--- config.mk ---
export PLATFORM = sky130hd
export DESIGN_NAME = mem_port_arbiter
export DESIGN_NICKNAME = d
export VERILOG_FILES = /design/src/rtl/mem_port_arbiter.sv
export SDC_FILE = /design/constraint.sdc
export NUM_CORES = 1
export LEC_CHECK = 0
export BUFFER_PORTS_ARGS = -buffer_cell sky130_fd_sc_hd__buf_4
export CELL_PAD_IN_SITES_DETAIL_PLACEMENT = 0
export CELL_PAD_IN_SITES_GLOBAL_PLACEMENT = 1
export CORE_ASPECT_RATIO = 0.7
export CORE_MARGIN = 2
export CORE_UTILIZATION = 35
export CTS_BUF_LIST = sky130_fd_sc_hd__clkbuf_4
export DETAILED_ROUTE_END_ITERATION = 10
export PLACE_DENSITY = 0.86
export SYNTH_ARGS = -nofsm -noshare
export SYNTH_HDL_FRONTEND = slang
export SYNTH_SLANG_ARGS = --single-unit
--- constraint.sdc ---
create_clock -name clk -period 1.5 [get_ports clk]
set_input_delay 0.3 -clock clk [delete_from_list [all_inputs] [get_ports clk]]
set_output_delay 0.3 -clock clk [all_outputs]
set_load 0.03 [all_outputs]
--- src/rtl/mem_port_arbiter.sv ---
// Two-requester arbiter for a single unified memory port (M0 = CPU, M1 = DMA/debug).
// Define MEM_ARB_FIXED_PRIO_EN for fixed M0 priority; otherwise ties resolve round-robin.
module mem_port_arbiter #(
  parameter int AW      = 32,
  parameter int DW      = 32,
  parameter int MEM_LAT = 1
) (
  input  logic          clk,
  input  logic          rst,
  input  logic          m0_req,
  input  logic          m0_we,
  input  logic [AW-1:0] m0_adr,
  input  logic [DW-1:0] m0_wdata,
  output logic          m0_ack,
  output logic [DW-1:0] m0_rdata,
  input  logic          m1_req,
  input  logic          m1_we,
  input  logic [AW-1:0] m1_adr,
  input  logic [DW-1:0] m1_wdata,
  output logic          m1_ack,
  output logic [DW-1:0] m1_rdata,
  output logic [AW-1:0] mem_adr,
  output logic          mem_we,
  output logic [DW-1:0] mem_wdata,
  input  logic [DW-1:0] mem_rdata,
  output logic          owner,
  output logic          busy
);

  typedef enum logic [1:0] {IDLE, ISSUE, WAIT, RESP} state_t;

  localparam logic [2:0] LP_WAIT_INIT = (MEM_LAT > 1) ? 3'(MEM_LAT - 2) : 3'd0;

  state_t      r_state;
  logic [2:0]  r_cnt;
  logic        r_cmd_we;

  logic        w_m0_elig;
  logic        w_m1_elig;
  logic        w_grant;
  logic        w_pick;

  // A requester is masked in its own ack cycle so its stale req is not re-granted.
  assign w_m0_elig = m0_req & ~m0_ack;
  assign w_m1_elig = m1_req & ~m1_ack;
  assign w_grant   = w_m0_elig | w_m1_elig;

`ifdef MEM_ARB_FIXED_PRIO_EN
  assign w_pick = ~w_m0_elig;
`else
  logic r_last;

  assign w_pick = (w_m0_elig & w_m1_elig) ? ~r_last : w_m1_elig;

  always_ff @(posedge clk or negedge rst) begin
    if (!rst) begin
      r_last <= 1'b1;
    end else if (r_state == IDLE && w_grant) begin
      r_last <= w_pick;
    end
  end
`endif

  always_ff @(posedge clk or negedge rst) begin
    if (!rst) begin
      r_state   <= IDLE;
      r_cnt     <= 3'd0;
      r_cmd_we  <= 1'b0;
      m0_ack    <= 1'b0;
      m1_ack    <= 1'b0;
      m0_rdata  <= '0;
      m1_rdata  <= '0;
      mem_adr   <= '0;
      mem_we    <= 1'b0;
      mem_wdata <= '0;
      owner     <= 1'b0;
      busy      <= 1'b0;
    end else begin
      m0_ack <= 1'b0;
      m1_ack <= 1'b0;
      mem_we <= 1'b0;
      case (r_state)
        IDLE: begin
          if (w_grant) begin
            owner     <= w_pick;
            r_cmd_we  <= w_pick ? m1_we : m0_we;
            mem_we    <= w_pick ? m1_we : m0_we;
            mem_adr   <= w_pick ? m1_adr : m0_adr;
            mem_wdata <= w_pick ? m1_wdata : m0_wdata;
            busy      <= 1'b1;
            r_state   <= ISSUE;
          end
        end
        ISSUE: begin
          if (r_cmd_we) begin
            m0_ack  <= ~owner;
            m1_ack  <= owner;
            busy    <= 1'b0;
            r_state <= IDLE;
          end else if (MEM_LAT > 1) begin
            r_cnt   <= LP_WAIT_INIT;
            r_state <= WAIT;
          end else begin
            r_state <= RESP;
          end
        end
        WAIT: begin
          if (r_cnt == 3'd0) begin
            r_state <= RESP;
          end else begin
            r_cnt <= r_cnt - 3'd1;
          end
        end
        RESP: begin
          if (owner) begin
            m1_rdata <= mem_rdata;
            m1_ack   <= 1'b1;
          end else begin
            m0_rdata <= mem_rdata;
            m0_ack   <= 1'b1;
          end
          busy    <= 1'b0;
          r_state <= IDLE;
        end
        default: r_state <= IDLE;
      endcase
    end
  end

endmodule

# Word-level counts from Yosys, hierarchy flattened
# Index checks and enable logic that the tools add are counted.
[totals]
register_bits = 140
in_bits = 166
out_inout_bits = 133
elab_cells = 58
[op_classes]
n_addsub = 1
n_eq_ne = 6
n_mux = 19
bitwise = 9
reduce_logical = 10
[op_table]
columns = ["op", "count"]
rows = [
  ["32-bit 2-to-1 mux", 2],
  ["1-bit 2-to-1 mux", 10],
  ["2-bit AND reduction", 5],
  ["2-bit one-hot mux with 4 select lines", 1],
  ["2-bit 2-to-1 mux", 3],
  ["2-bit != test, second input constant", 3],
  ["1-bit NOT", 5],
  ["2-bit == test, second input constant", 2],
  ["1-bit one-hot mux with 2 select lines", 2],
  ["1-bit AND", 3],
  ["3-bit zero test", 1],
  ["1-bit one-hot mux with 3 select lines", 1],
  ["3-bit AND reduction", 1],
  ["3-bit nonzero test", 1],
  ["3-bit by 1-bit subtractor with 3-bit output, second input constant", 1],
  ["2-bit by 1-bit == test with 1-bit output, second input constant", 1],
  ["2-bit zero test", 1],
  ["1-bit logical AND", 1],
  ["1-bit OR", 1],
]

# Longest topological paths before layout
[depth]
depth_word = 7
ltp_mapped = 6
ltp_nobuf = 6

# Worst setup path before layout
# No wires, ideal clock.
[synth_path]
kind = "reg2reg"
startpoint = "reg m1_ack"
endpoint = "reg mem_adr[0]"
setup_ns = 0.132
arrival_time_ns = 1.434
required_ns = 1.368
setup_slack_ns = -0.066
path_stages_with_launch = 7
path_buffers = 2
synth_period_minus_slack_ns = 1.566
path_cell_list = "dfrtp_1 -> nor2b_4 -> a21boi_4 -> buf_8 -> buf_12 -> mux2i_1 -> o21ai_1"
[synth_between]
elab_chain_cells = 5
word_cells_on_any_way = 7
classes_between = "2 x mux; 4 x bitwise; 1 x reduce/logical"
[synth_lines]
columns = ["item", "line_no", "rtl"]
rows = [
  ["start, declared", "20", "output logic m1_ack,"],
  ["start signal, assigned", "97", "m1_ack <= owner;"],
  ["1-bit NOT (*)", "45", "assign w_m1_elig = m1_req & ~m1_ack;"],
  ["1-bit AND (*)", "45", ""],
  ["1-bit AND", "53", "assign w_pick = (w_m0_elig & w_m1_elig) ? ~r_last : w_m1_elig;"],
  ["1-bit 2-to-1 mux", "53", ""],
  ["32-bit 2-to-1 mux", "88", "mem_adr <= w_pick ? m1_adr : m0_adr;"],
  ["end signal, assigned", "88", ""],
  ["end, declared", "22", "output logic [AW-1:0] mem_adr,"],
]
# Mark *: on every way between the ends. The rest lies on a longest branch, timed or not.
# A chain may end at the register's enable or synchronous reset.

# Worst setup path in the final report
[layout_path]
startpoint = "reg m1_ack"
endpoint = "reg mem_wdata[23]"
[layout_between]
elab_chain_cells = 5
word_cells_on_any_way = 7
classes_between = "2 x mux; 4 x bitwise; 1 x reduce/logical"
[layout_lines]
columns = ["item", "line_no", "rtl"]
rows = [
  ["1-bit NOT (*)", "45", ""],
  ["1-bit AND (*)", "45", ""],
  ["1-bit AND", "53", ""],
  ["1-bit 2-to-1 mux", "53", ""],
  ["32-bit 2-to-1 mux", "89", "mem_wdata <= w_pick ? m1_wdata : m0_wdata;"],
  ["end signal, assigned", "89", ""],
  ["end, declared", "24", "output logic [DW-1:0] mem_wdata,"],
]
# Marks and branches as above.

==> results.ini <==
[place]
hpwl_microns=12600
routabilityCongestion=0.825
port_buffers=298
placed_area_sq_um=8570

[floorplanning]
ios=299
chipWidth_microns=159
fp.coreArea_sq_um=16400
die-area_sq_um=17900
die_h_microns=112
initial_core_util=0.359
rows=39

[power_and_ir_drop]
p_sw_frac=0.432
irDropWorstVdd_mv=1.08
powerDensity_nw_per_um2=2110
power.total_w=0.0227
switching_power_w=0.00978
clkPwrFrac=0.113
leakage_nw=5.19
p_int_w=0.0129
power_frac_comb=0.579
power.share.sequential=0.308

[synthesis]
ys.warnings.count=0
synthTopCellsByArea=dfrtp_1, mux2_2, mux2i_1
yosys.area.top_type=dfrtp_1
synth_xor_xnor_area_share=0.00149
syn_nets=632
yosysMostFrequentCell=dfrtp_1
synthTopCellsByCount=dfrtp_1, nand2_1, mux2i_1
synthSimpleGateAreaFrac=0.0583
synth_mux_area_frac=0.233
ys_ff_latch=140
yosysSeqAreaShare=0.596
syn_area_per_cell_sq_um=12.7
synth_top_family_by_area=multiplexers
synth_fa_ha_area_frac=0.00425
ys_async_sr_fraction=1.00
synth_top_cell_area_share=0.591
synth-edff-count=0
synth-main-ff-cell=dfrtp_1
syn_inst=464
yosys.cell_types.count=23
synth_compound_area_frac=0.0683
synthesis.area_sq_um=5880

[hold_path]
hp-class=input port to flip-flop

[critical_path]
cpPeakStageDelay_ps=460
worstSetupEndpointType=flip-flop
start_kind=flip-flop
cp_data_arrival_time_ps=2050
crit_family=flip-flops
worstPathCellList=nor2b_4, a21boi_4, buf_12, buf_12, mux2i_1, o21ai_1
critPathMaxFanout=12
crit_slowest_cell=dfrtp_2
critical_path_buf_inv_count=2
cpMostUsedCell=buf_12
crit_type=flip-flop to flip-flop
crit_required_ps=1940

[clocking]
cts_made_buffers=17
cts_tree=yes
root_buffer=clkbuf_4
cts.sinks=140
htreeDepth=4
cts_buffer_depth=2
cts.clk_slew.worst_paths_ps=140
insertion_delay_ps=540

[timing]
slew_violations=0
fin_ws_ps=-105
setup_viol=45
holdWs_ps=38.2
finalCritPeriodShare=1.07
finalCriticalPeriod_ps=1600
hold_viol_final=0
max_freq_ghz=0.623
fin_worst_skew_ps=28.2
tightest_slew_ps=451
slew_headroom=0.699
rsz0062_at_grt=yes

[global_route]
grt.total_usage=0.201
grt_overflow=0
grt_max_degree=62
first_global_vias=5630
antenna_found_initial=1
grt_pass1_wl_microns=28500

[status]
violations=negative setup slack
outcome=complete, but fails checks

[finish]
final_nets=1102
drive_gt1_frac=0.504
areaGrowthSynthToFinish_pct=82.9
fin_area_sq_um=10800

[detailed_routing]
post-route-drc-count=0
finalWirelength_microns=19500
vias_per_cell=4.62
antenna_left=0
wl_per_cell_microns=16.7
drt_iter0_markers=252
dr.pass1.iters=5
via_count=5423

[job]
maxCapViolCount=0

-- placed cells by master, fill, tap and decap left out --
| cell type | count |
|---|---|
| clkinvlp_4 | 3 |
| nand2_1 | 71 |
| a31o_2 | 1 |
| bufinv_16 | 2 |
| clkinv_2 | 1 |
| clkinv_4 | 2 |
| mux2i_1 | 48 |
| nand3_2 | 1 |
| nor2b_4 | 2 |
| buf_4 | 245 |
| dfrtp_2 | 1 |
| nor2_2 | 1 |
| clkbuf_4 | 18 |
| inv_8 | 1 |
| nand3_1 | 1 |
| nor2_1 | 6 |
| inv_1 | 5 |
| nand2b_1 | 2 |
| xnor2_1 | 1 |
| o21ai_1 | 61 |
| diode_2 | 1 |
| o21ai_0 | 9 |
| ha_1 | 2 |
| dfstp_2 | 1 |
| buf_12 | 12 |
| dfrtp_1 | 138 |
| inv_6 | 5 |
| a21oi_1 | 3 |
| buf_6 | 97 |
| mux2_2 | 64 |
| o21ai_4 | 1 |
| a21boi_4 | 1 |
| mux2i_2 | 17 |
| clkbuf_16 | 1 |
| dlygate4sd3_1 | 123 |
-- tightest hold or removal path: stages --
cell	delay, ps
buf_4	80
mux2i_1	60
o21ai_1	120
-- repair_timing --
action,in CTS,in global routing
endpoints found under the hold margin,244,12
hold buffers,108,15
setup endpoints to repair,53,191
gates resized for setup,12,114
cloned,0,1
setup buffers,1,27
-- per-stage QoR --
stage	utilization	TNS (ps)	setup WS, ps	instances
final	0.656	-2030	-105	1173
after global placement	0.523	0	40.8	989
after global routing	0.656	-8430	-194	1173
after floorplan	-	-898	-18.0	464
after detailed placement	0.523	-1130	-90.6	989
after CTS	0.608	-1990	-111	1129
-- per-layer routing --
| metal | global-route usage | wire [microns] |
|---|---|---|
| met1 | 0.229 | 7650 |
| met4 | 0.0758 | 438 |
| met3 | 0.0702 | 1190 |
| met5 | 0 | 0 |
| met2 | 0.354 | 10300 |
-- path summary, 6_finish.rpt --
check	startpoint	end	slack, ps	depth (start not counted)
min in group asynchronous	rst	m0_rdata[17]	300	3
max in group asynchronous	rst	mem_adr[20]	770	3
setup reg to reg	m1_ack	mem_wdata[23]	-100	6
setup / recovery	m1_ack	mem_wdata[23]	-100	6
hold reg to reg	mem_adr[29]	mem_adr[29]	500	2
hold / removal	m1_wdata[11]	mem_wdata[11]	40	3
-- state kept, by name (all words and copies together) (netlist names) --
register and cells:
m0_ack 1, mem_we 1, owner 1, r_cmd_we 1, m1_ack 1, mem_adr 32, m0_rdata 32, r_cnt 3
busy 1, m1_rdata 32, mem_wdata 32, r_state 2, r_last 1
-- cell type report --
type / instances / area [sq um]
diodes: 1 / 2.50
clock buffers: 18 / 135
clock inverters: 14 / 160
fillers: 1176 / 5640
inverters: 5 / 18.8
multi-input cells: 292 / 2230
flip-flops and latches: 140 / 3510
well taps: 225 / 282
repair buffers: 478 / 4430
-- power groups by stage --
stage          registers, W  clock network, W  logic, W
2_1_floorplan        0.0101                 0   0.00332
3_3_place_gp        0.00666                 0    0.0111
5_1_grt             0.00717           0.00281    0.0139
4_1_cts             0.00671           0.00261    0.0116
6_report            0.00697           0.00256    0.0131
3_5_place_dp        0.00676                 0    0.0114
-- logic make-up (layout without fill, tap and decap cells) --
logic type,count (synthesis),in the layout
flip-flops,140,140
XOR/XNOR,1,1
multiplexers,129,129
other,0,1
AND/OR/NAND/NOR,84,84
AO/OA/AOI/OAI,76,76
adder cells (fa/ha/maj),2,2
buffers and inverters,32,515
(Power assumes the default switching activity.)
